`config.mk`:
```
export PLATFORM = sky130hd
export DESIGN_NAME = seg_scan_reader
export DESIGN_NICKNAME = d
export VERILOG_FILES = /design/src/rtl/seg_pkg.sv /design/src/rtl/seg7_to_nibble.sv /design/src/rtl/seg_scan_reader.sv
export SDC_FILE = /design/constraint.sdc
export NUM_CORES = 1
export LEC_CHECK = 0
export BUFFER_PORTS_ARGS = -buffer_cell sky130_fd_sc_hd__buf_4
export CAP_MARGIN = 20
export CELL_PAD_IN_SITES_DETAIL_PLACEMENT = 1
export CELL_PAD_IN_SITES_GLOBAL_PLACEMENT = 2
export CORE_UTILIZATION = 40
export DETAILED_ROUTE_END_ITERATION = 7
export PLACE_DENSITY = 0.81
export SLEW_MARGIN = 10
export SYNTH_ARGS = -nofsm -noshare
export SYNTH_HDL_FRONTEND = slang
export SYNTH_SLANG_ARGS = --single-unit
```
`constraint.sdc`:
```
create_clock -name clock -period 2.43 [get_ports clock]
set_input_delay 0.243 -clock clock [delete_from_list [all_inputs] [get_ports clock]]
set_output_delay 0.243 -clock clock [all_outputs]
set_load 0.1 [all_outputs]
```
`src/rtl/seg_pkg.sv`:
```
// Seven-segment definitions shared by the display path and the scan reader.
// Patterns are active-low: a 0 bit means the segment is lit.
package seg_pkg;

    localparam int SEG_W = 7;

    typedef logic [SEG_W-1:0] seg_pattern_t;

    typedef enum logic [2:0] {
        SEG_A, SEG_B, SEG_C, SEG_D, SEG_E, SEG_F, SEG_G
    } seg_bit_e;

    localparam seg_pattern_t GLYPH_0 = 7'h40;
    localparam seg_pattern_t GLYPH_1 = 7'h79;
    localparam seg_pattern_t GLYPH_2 = 7'h24;
    localparam seg_pattern_t GLYPH_3 = 7'h30;
    localparam seg_pattern_t GLYPH_4 = 7'h19;
    localparam seg_pattern_t GLYPH_5 = 7'h12;
    localparam seg_pattern_t GLYPH_6 = 7'h02;
    localparam seg_pattern_t GLYPH_7 = 7'h78;
    localparam seg_pattern_t GLYPH_8 = 7'h00;
    localparam seg_pattern_t GLYPH_9 = 7'h10;
    localparam seg_pattern_t GLYPH_A = 7'h08;
    localparam seg_pattern_t GLYPH_B = 7'h03;
    localparam seg_pattern_t GLYPH_C = 7'h46;
    localparam seg_pattern_t GLYPH_D = 7'h21;
    localparam seg_pattern_t GLYPH_E = 7'h06;
    localparam seg_pattern_t GLYPH_F = 7'h0E;

endpackage

```
`src/rtl/seg7_to_nibble.sv`:
```
// Inverse seven-segment decode: active-low pattern to hex nibble.
// Patterns outside the glyph set raise err_o and return nibble 0.
module seg7_to_nibble
    import seg_pkg::*;
(
    input  logic [SEG_W-1:0] seg_n_i,
    output logic             err_o,
    output logic [3:0]       nibble_o
);

    always_comb begin
        err_o    = 1'b0;
        nibble_o = 4'h0;
        case (seg_n_i)
            GLYPH_0: nibble_o = 4'h0;
            GLYPH_1: nibble_o = 4'h1;
            GLYPH_2: nibble_o = 4'h2;
            GLYPH_3: nibble_o = 4'h3;
            GLYPH_4: nibble_o = 4'h4;
            GLYPH_5: nibble_o = 4'h5;
            GLYPH_6: nibble_o = 4'h6;
            GLYPH_7: nibble_o = 4'h7;
            GLYPH_8: nibble_o = 4'h8;
            GLYPH_9: nibble_o = 4'h9;
            GLYPH_A: nibble_o = 4'hA;
            GLYPH_B: nibble_o = 4'hB;
            GLYPH_C: nibble_o = 4'hC;
            GLYPH_D: nibble_o = 4'hD;
            GLYPH_E: nibble_o = 4'hE;
            GLYPH_F: nibble_o = 4'hF;
            default: err_o = 1'b1;
        endcase
    end

endmodule

```
`src/rtl/seg_scan_reader.sv`:
```
// Reads hex digits back from a scanned active-low seven-segment bus,
// debouncing each digit and emitting one frame per complete scan.
module seg_scan_reader
    import seg_pkg::*;
#(
    parameter int NUM_DIGITS    = 6,
    parameter int STABLE_CYCLES = 4
) (
    input  logic                    clock,
    input  logic                    resetn,
    input  logic [NUM_DIGITS-1:0]   scan_sel,
    input  logic [SEG_W-1:0]        seg_n,
    output logic [4*NUM_DIGITS-1:0] out_value,
    output logic [NUM_DIGITS-1:0]   out_err,
    output logic                    out_valid,
    input  logic                    out_ready
);

    localparam logic [7:0] STABLE = 8'(STABLE_CYCLES);

    logic [NUM_DIGITS-1:0]   sel_q;
    seg_pattern_t            seg_q;
    logic [7:0]              run_q, run_d;
    logic [NUM_DIGITS-1:0]   mask_q, mask_d;
    logic [4*NUM_DIGITS-1:0] digit_q, digit_d;
    logic [NUM_DIGITS-1:0]   derr_q, derr_d;
    logic [4*NUM_DIGITS-1:0] value_q, value_d;
    logic [NUM_DIGITS-1:0]   err_q, err_d;
    logic                    valid_q, valid_d;

    logic       same_pair, accept, xfer;
    logic       dec_err;
    logic [3:0] dec_nibble;

    // At an acceptance the live pair equals the sampled one, so decoding
    // the sample register yields the accepted digit.
    seg7_to_nibble u_decode (
        .seg_n_i  (seg_q),
        .err_o    (dec_err),
        .nibble_o (dec_nibble)
    );

    always_comb begin
        same_pair = (scan_sel == sel_q) && (seg_n == seg_q);

        if (!same_pair)          run_d = 8'd1;
        else if (run_q >= STABLE) run_d = STABLE;
        else                     run_d = run_q + 8'd1;

        // Fires once per dwell: only the step from STABLE-1 to STABLE counts.
        accept = same_pair && $onehot(scan_sel) && (run_q == STABLE - 8'd1);

        digit_d = digit_q;
        derr_d  = derr_q;
        mask_d  = mask_q;
        for (int i = 0; i < NUM_DIGITS; i++) begin
            if (accept && scan_sel[i]) begin
                digit_d[4*i +: 4] = dec_nibble;
                derr_d[i]         = dec_err;
                mask_d[i]         = 1'b1;
            end
        end

        // Handshake: a frame moves when out_valid && out_ready on the same edge;
        // while out_valid && !out_ready, out_value/out_err are held unchanged.
        xfer = (&mask_q) && (!valid_q || out_ready);

        value_d = value_q;
        err_d   = err_q;
        valid_d = valid_q && !out_ready;
        if (xfer) begin
            value_d = digit_d;
            err_d   = derr_d;
            valid_d = 1'b1;
            mask_d  = '0;
        end
    end

    always_ff @(posedge clock or negedge resetn) begin
        if (!resetn) begin
            sel_q   <= '0;
            seg_q   <= '0;
            run_q   <= '0;
            mask_q  <= '0;
            digit_q <= '0;
            derr_q  <= '0;
            value_q <= '0;
            err_q   <= '0;
            valid_q <= 1'b0;
        end else begin
            sel_q   <= scan_sel;
            seg_q   <= seg_n;
            run_q   <= run_d;
            mask_q  <= mask_d;
            digit_q <= digit_d;
            derr_q  <= derr_d;
            value_q <= value_d;
            err_q   <= err_d;
            valid_q <= valid_d;
        end
    end

    assign out_value = value_q;
    assign out_err   = err_q;
    assign out_valid = valid_q;

endmodule

```
==> impl_metrics.toml, run 1 <==
[clocking]
cts_sinks = 88
clk_pin_slew_worst_paths_ns = 0.09
htree_levels = 3
cts_root_buf = "clkbuf_8"
clockBufferDepth = 2
cts_buffers = 9
cts_tree = "yes"
clock_latency_ns = 0.35

[floorplanning]
die_h_um = 101
design.die.area_sq_um = 10100
core.rowCount = 35
core-area_sq_um = 9330
io_pins = 47
initial_core_util_pct = 41.8
die_w_um = 101

[placed_design]
place_inst = 483
place_ws_ns = -1.20
portBuffers = 46
hpwl_mm = 5.74
place_congestion = 0.812

[yosys]
yosysSeqAreaShare_pct = 56.5
ys_top_cells_by_area = "dfrtp_1 57%, mux2_2 14%, mux2_4 2.7%"
syn_area_per_cell_sq_um = 13.4
yosysMostFrequentCell = "dfrtp_1"
yosysTopAreaCellShare_pct = 56.5
synth_area_leader_cell = "dfrtp_1"
netlist_instances = 290
synth-seq-cells = 88
ys_types = 48
yosysWarnings = 0
synth_ff_type = "dfrtp_1"
synthArstFlopShare_pct = 100
synth.cell_area_sq_um = 3900
synth_edf_count = 0
netlist_top_cells_count = "88 x dfrtp_1, 47 x mux2_2, 23 x nor2_1"

[power]
swShare_pct = 24.9
vdd_drop_max_uv = 416
power_density_nw_per_um2 = 528
pwr-share-clk_pct = 37.9
p_switching_uw = 681
p_comb_share_pct = 7.7
p_int_mw = 2.06
p_leak_nw = 2.54
p_seq_share_pct = 54.4

[timing]
hold_viol = 0
clock.fmax_mhz = 313
slew_headroom_pct = 47.1
period_needed_ns = 3.19
setup-tns-final_ns = -37.47
worstMarginPinSlew_ns = 0.792
finClkSkew_ns = 0.0125
setup_viol = 66
slew_violations = 0
whs_ns = 0.0181
final.setup.worst_slack_ns = -0.762
rsz0062_at_grt = "yes"
min_period_over_period_pct = 131

[worst_setup_path]
cp-end-kind = "flop"
crit_type = "in2reg"
crit_arrival_ns = 3.44
critPathRequiredTime_ns = 2.68
cp_max_fo = 6
start_kind = "primary input"

[global_route]
antenna_found_initial = 0
grt_pass1_wl_mm = 14.4
grt.total_usage_pct = 18.9
grt_pass1_vias = 2745
grt_max_degree = 48
grt_overflow = 0

[route]
drc = 0
routed_wl_mm = 8.63
dr_total_vias = 2513
firstDrtPassIters = 4
wl_per_cell_um = 16.7
avgViaCountPerCell = 4.87
ant_nets = 0
drtIter0Drc = 79

[outcome]
violations = "negative setup slack"
status = "finished, violations left"

[layout]
fin_util_pct = 55.7
diodes = 0
drive_gt1_share_pct = 47.3
fin_nets = 404
area.growth.synth_to_final_pct = 33.2
fin_cells = 516

[hold_path]
hold_path_class = "in2reg"

[job]
cap_violations = 0
state kept, by name, summed over array words and instances (netlist names):
register and flops:
sel_q 6, out_value 24, run_q 8, seg_q 7, derr_q 6, digit_q 24, mask_q 6, out_err 6
out_valid 1
final timing paths:
check                                            from                         to  slack (ns)  cells after the start
worst max register to register     seg_q[4]$_DFF_PN0_  out_value[15]$_DFFE_PN0P_        0.10                      7
worst max-delay path                      scan_sel[0]   out_value[1]$_DFFE_PN0P_       -0.76                     13
max in group asynchronous                      resetn      digit_q[11]$_DFF_PN0_        1.36                      3
worst min register to register  digit_q[13]$_DFF_PN0_      digit_q[13]$_DFF_PN0_        0.50                      1
min in group asynchronous                      resetn      digit_q[22]$_DFF_PN0_        0.42                      2
worst min-delay path                         seg_n[2]         seg_q[2]$_DFF_PN0_        0.02                      1
through the flow:
step | area [sq um] | power (mW)
final | 5190 | 2.74
after global routing | 5190 | 2.86
after CTS | 5100 | 2.77
after detailed placement | 4670 | 1.72
after global placement | 4670 | 1.71
after floorplan | 3950 | 1.62
layout make-up:
cell class                 instances  area (sq um)
clock buffer                      10           128
clock inverter                     6          75.1
fill                             938          4140
inverter                          21          86.3
multi-input combinational        174          1750
sequential                        88          2200
tap                              129           161
timing repair buffer              88           787
cell families after synthesis:
logic type	after synthesis	synth area share [%]
AND/OR/NAND/NOR	70	12.8
AO/OA/AOI/OAI	20	3.72
buffers and inverters	32	3.60
other	1	0.0962
flip-flops	88	56.5
XOR/XNOR	13	2.92
multiplexers	60	17.8
adder cells (fa/ha/maj)	6	2.50
per-layer routing:
metal | GRT usage, % | share of wire [%] | vias to the layer above
li1 | - | - | 1169
met1 | 25.5 | 46 | 1298
met2 | 31.5 | 50 | 37
met3 | 2.50 | 2.0 | 9
met4 | 6.69 | 1.4 | 0
met5 | 0 | 0 | -
critical path, stage by stage:
cell and delay, ns:
buf_8 0.09, inv_8 0.03, fa_1 0.48, fa_1 0.50, inv_1 0.05, ha_2 0.16, fa_1 0.42, and4bb_4 0.38
nand3_2 0.12, nor3_4 0.23, buf_12 0.15, mux2_4 0.30, mux2_2 0.27
power groups by stage:
stage	logic, mW	registers [mW]	clock network, mW
floorplan	0.105	1.51	0
global placement	0.194	1.52	0
detailed placement	0.201	1.52	0
CTS	0.215	1.49	1.07
global route	0.242	1.49	1.12
finish	0.212	1.49	1.04
timing repair:
item,4_1_cts,5_1_grt
gates resized for setup,34,9
endpoints found under the setup margin,66,66
endpoints found under the hold margin,46,1
cloned,0,0
pin swaps,3,3
hold buffers,6,1
setup buffers,8,4
cells in the final DEF, fill, tap and decap left out, drive strengths merged, types with 3 or more instances in the layout:
cell / netlist / routed
dfrtp: 88 / 88
buf: 7 / 81
mux2: 54 / 54
inv: 21 / 24
nor2: 23 / 23
nand3: 15 / 15
xor2: 11 / 11
clkbuf: 4 / 10
nor3: 8 / 8
dlygate4sd3: 0 / 7
mux2i: 6 / 6
conb: 1 / 5
nand2: 4 / 4
a21oi: 4 / 4
nor4: 4 / 4
o21ai: 4 / 4
nand2b: 3 / 3
fa: 3 / 3
o22ai: 3 / 3
ha: 3 / 3
Power figures use the tool's default switching activity.
==> inputs of run 2 (changes only) <==
CORE_UTILIZATION = 36   (was 40)
PLACE_DENSITY = 0.77   (was 0.81)
clock period = 2.9 ns   (was 2.43 ns; I/O delays follow)
==> impl_metrics.toml, run 2 (same netlist as run 1, synthesis figures left out) <==
[layout]
layout_commonest_cell = "dfrtp_1"
final_cell_mix = "88 x dfrtp_1, 63 x buf_4, 27 x mux2_4, 27 x mux2_2, 22 x nor2_1"
fin_nets = 395
diodes = 0
area.growth.synth_to_final_pct = 30.8
stdcell_area_sq_um = 5100
drive_gt1_share_pct = 47.4
fin_cells = 514

[route]
met2WireLength_mm = 3.95
avgViaCountPerCell = 4.78
wl_per_cell_um = 15.9
firstDrtPassIters = 4
dr_total_vias = 2456
highest_layer = "met4"
wl_met1_mm = 3.89
routed_wl_mm = 8.18
drtIter0Drc = 81
routed-wl-met3_um = 196
ant_nets = 0
drc = 0

[placed_design]
hpwl_mm = 5.39
dpl_cell_area_sq_um = 4560
place_ws_ns = -0.858
portBuffers = 46
place_inst = 481
place_congestion = 0.784

[power]
vdd_drop_max_uv = 227
p_leak_nw = 2.48
power_density_nw_per_um2 = 436

[timing]
final.setup.worst_slack_ns = -0.377
slew_violations = 0
slew_headroom_pct = 52.0
period_needed_ns = 3.28
clock.fmax_mhz = 305
setup_viol = 59
worstMarginPinSlew_ns = 0.718
hold_viol = 0
min_period_over_period_pct = 113
finClkSkew_ns = 0.0127
rsz0062_at_grt = "yes"
setup-tns-final_ns = -11.41
whs_ns = 0.0491

[worst_setup_path]
crit_slowest_cell = "fa_1"
path_buf_inv = 4
cp_max_fo = 6
cp-end-kind = "flop"
cp_common_cell = "fa_1"
crit_type = "in2reg"
reg2regPathDepth = 7
critPathRequiredTime_ns = 3.16
crit_path_max_incr_delay_ns = 0.51
crit_cells = 13
cp_top_family = "adder cells"
crit_arrival_ns = 3.53
path_cells = "buf_8 > inv_8 > fa_1 > fa_1 > inv_1 > ha_2 > fa_1 > and4bb_4 > nand3_2 > nor3_4 > buf_4 > mux2_4 > mux2_2"
start_kind = "primary input"

[global_route]
grt_overflow = 0
grt_pass1_vias = 2645
grt_pass1_wl_mm = 13.9
antenna_found_initial = 0
grt_max_degree = 89
grt.total_usage_pct = 16.0

[floorplanning]
initial_core_util_pct = 37.4
core.rowCount = 37
io_pins = 47
die_h_um = 106
core-area_sq_um = 10400
die_w_um = 106
design.die.area_sq_um = 11200

[job]
cap_violations = 0

[outcome]
status = "finished, violations left"
violations = "negative setup slack"

[clocking]
cts_sinks = 88
cts_tree = "yes"
clock_latency_ns = 0.36
htree_levels = 3
cts_root_buf = "clkbuf_8"
clk_pin_slew_worst_paths_ns = 0.10
cts_buffers = 9
clockBufferDepth = 2

[hold_path]
whs_path_depth = 1
hold_path_class = "in2reg"
-- run 2: cell types whose count changed in the layout (fill, tap and decap cells not counted), moves of 2 or more --
cell	change
buf_12	-2
dlygate4sd3_1	-6
buf_6	+2
buf_4	-4
mux2i_2	-2
mux2_4	-4
mux2_2	+4
mux2i_4	+2
-- run 2: worst reg2reg max path, cell delays in order, from the launching register on --
cell and delay (ns):
dfrtp_1 0.52, xor2_1 0.22, nor4_4 0.35, nand2_4 0.19, nor3_4 0.34, buf_4 0.17
mux2_4 0.30, mux2_2 0.27
-- run 2: worst paths after layout --
check / slack [ns] / endpoint / startpoint
setup / recovery: -0.38 / out_err[3]$_DFFE_PN0P_ / scan_sel[0]
max in group asynchronous: 1.85 / run_q[1]$_DFF_PN0_ / resetn
hold reg to reg: 0.50 / mask_q[4]$_DFFE_PN0P_ / mask_q[4]$_DFFE_PN0P_
setup reg to reg: 0.44 / out_err[3]$_DFFE_PN0P_ / seg_q[0]$_DFF_PN0_
hold / removal: 0.05 / seg_q[3]$_DFF_PN0_ / seg_n[3]
min in group asynchronous: 0.42 / out_value[23]$_DFFE_PN0P_ / resetn
-- run 2: layout make-up --
class,instances,area [sq um]
multi-input combinational,174,1750
fill,1101,5320
inverter,21,86.3
clock buffer,9,124
clock inverter,7,61.3
timing repair buffer,79,707
tap,136,170
sequential,88,2200
-- run 2: metrics by stage --
step                      util [%]  power, mW
final                         48.9       2.22
after global routing          48.9       2.32
after CTS                     47.6       2.24
after detailed placement      43.7       1.43
after global placement        43.7       1.43
after floorplan                  -       1.36
-- run 2: where the power goes --
group	switching (mW)	total, mW	leakage [nW]	internal (mW)
combinational	0.0948	0.158	1.28	0.0632
sequential	0.0170	1.26	1.12	1.24
clock	0.479	0.807	0.0888	0.328
-- run 2: per-layer routing --
metal / global-route usage, % / vias to the layer above
li1: - / 1156
met1: 22.6 / 1252
met2: 25.2 / 37
met3: 2.21 / 11
met4: 5.95 / 0
met5: 0 / -
-- run 2: timing repair --
action	CTS	global route
gates resized for setup	25	20
hold buffers	0	1
gates cloned	0	0
buffers inserted	12	7
pin swaps	1	1
setup endpoints to repair	60	63
hold endpoints to repair	0	35
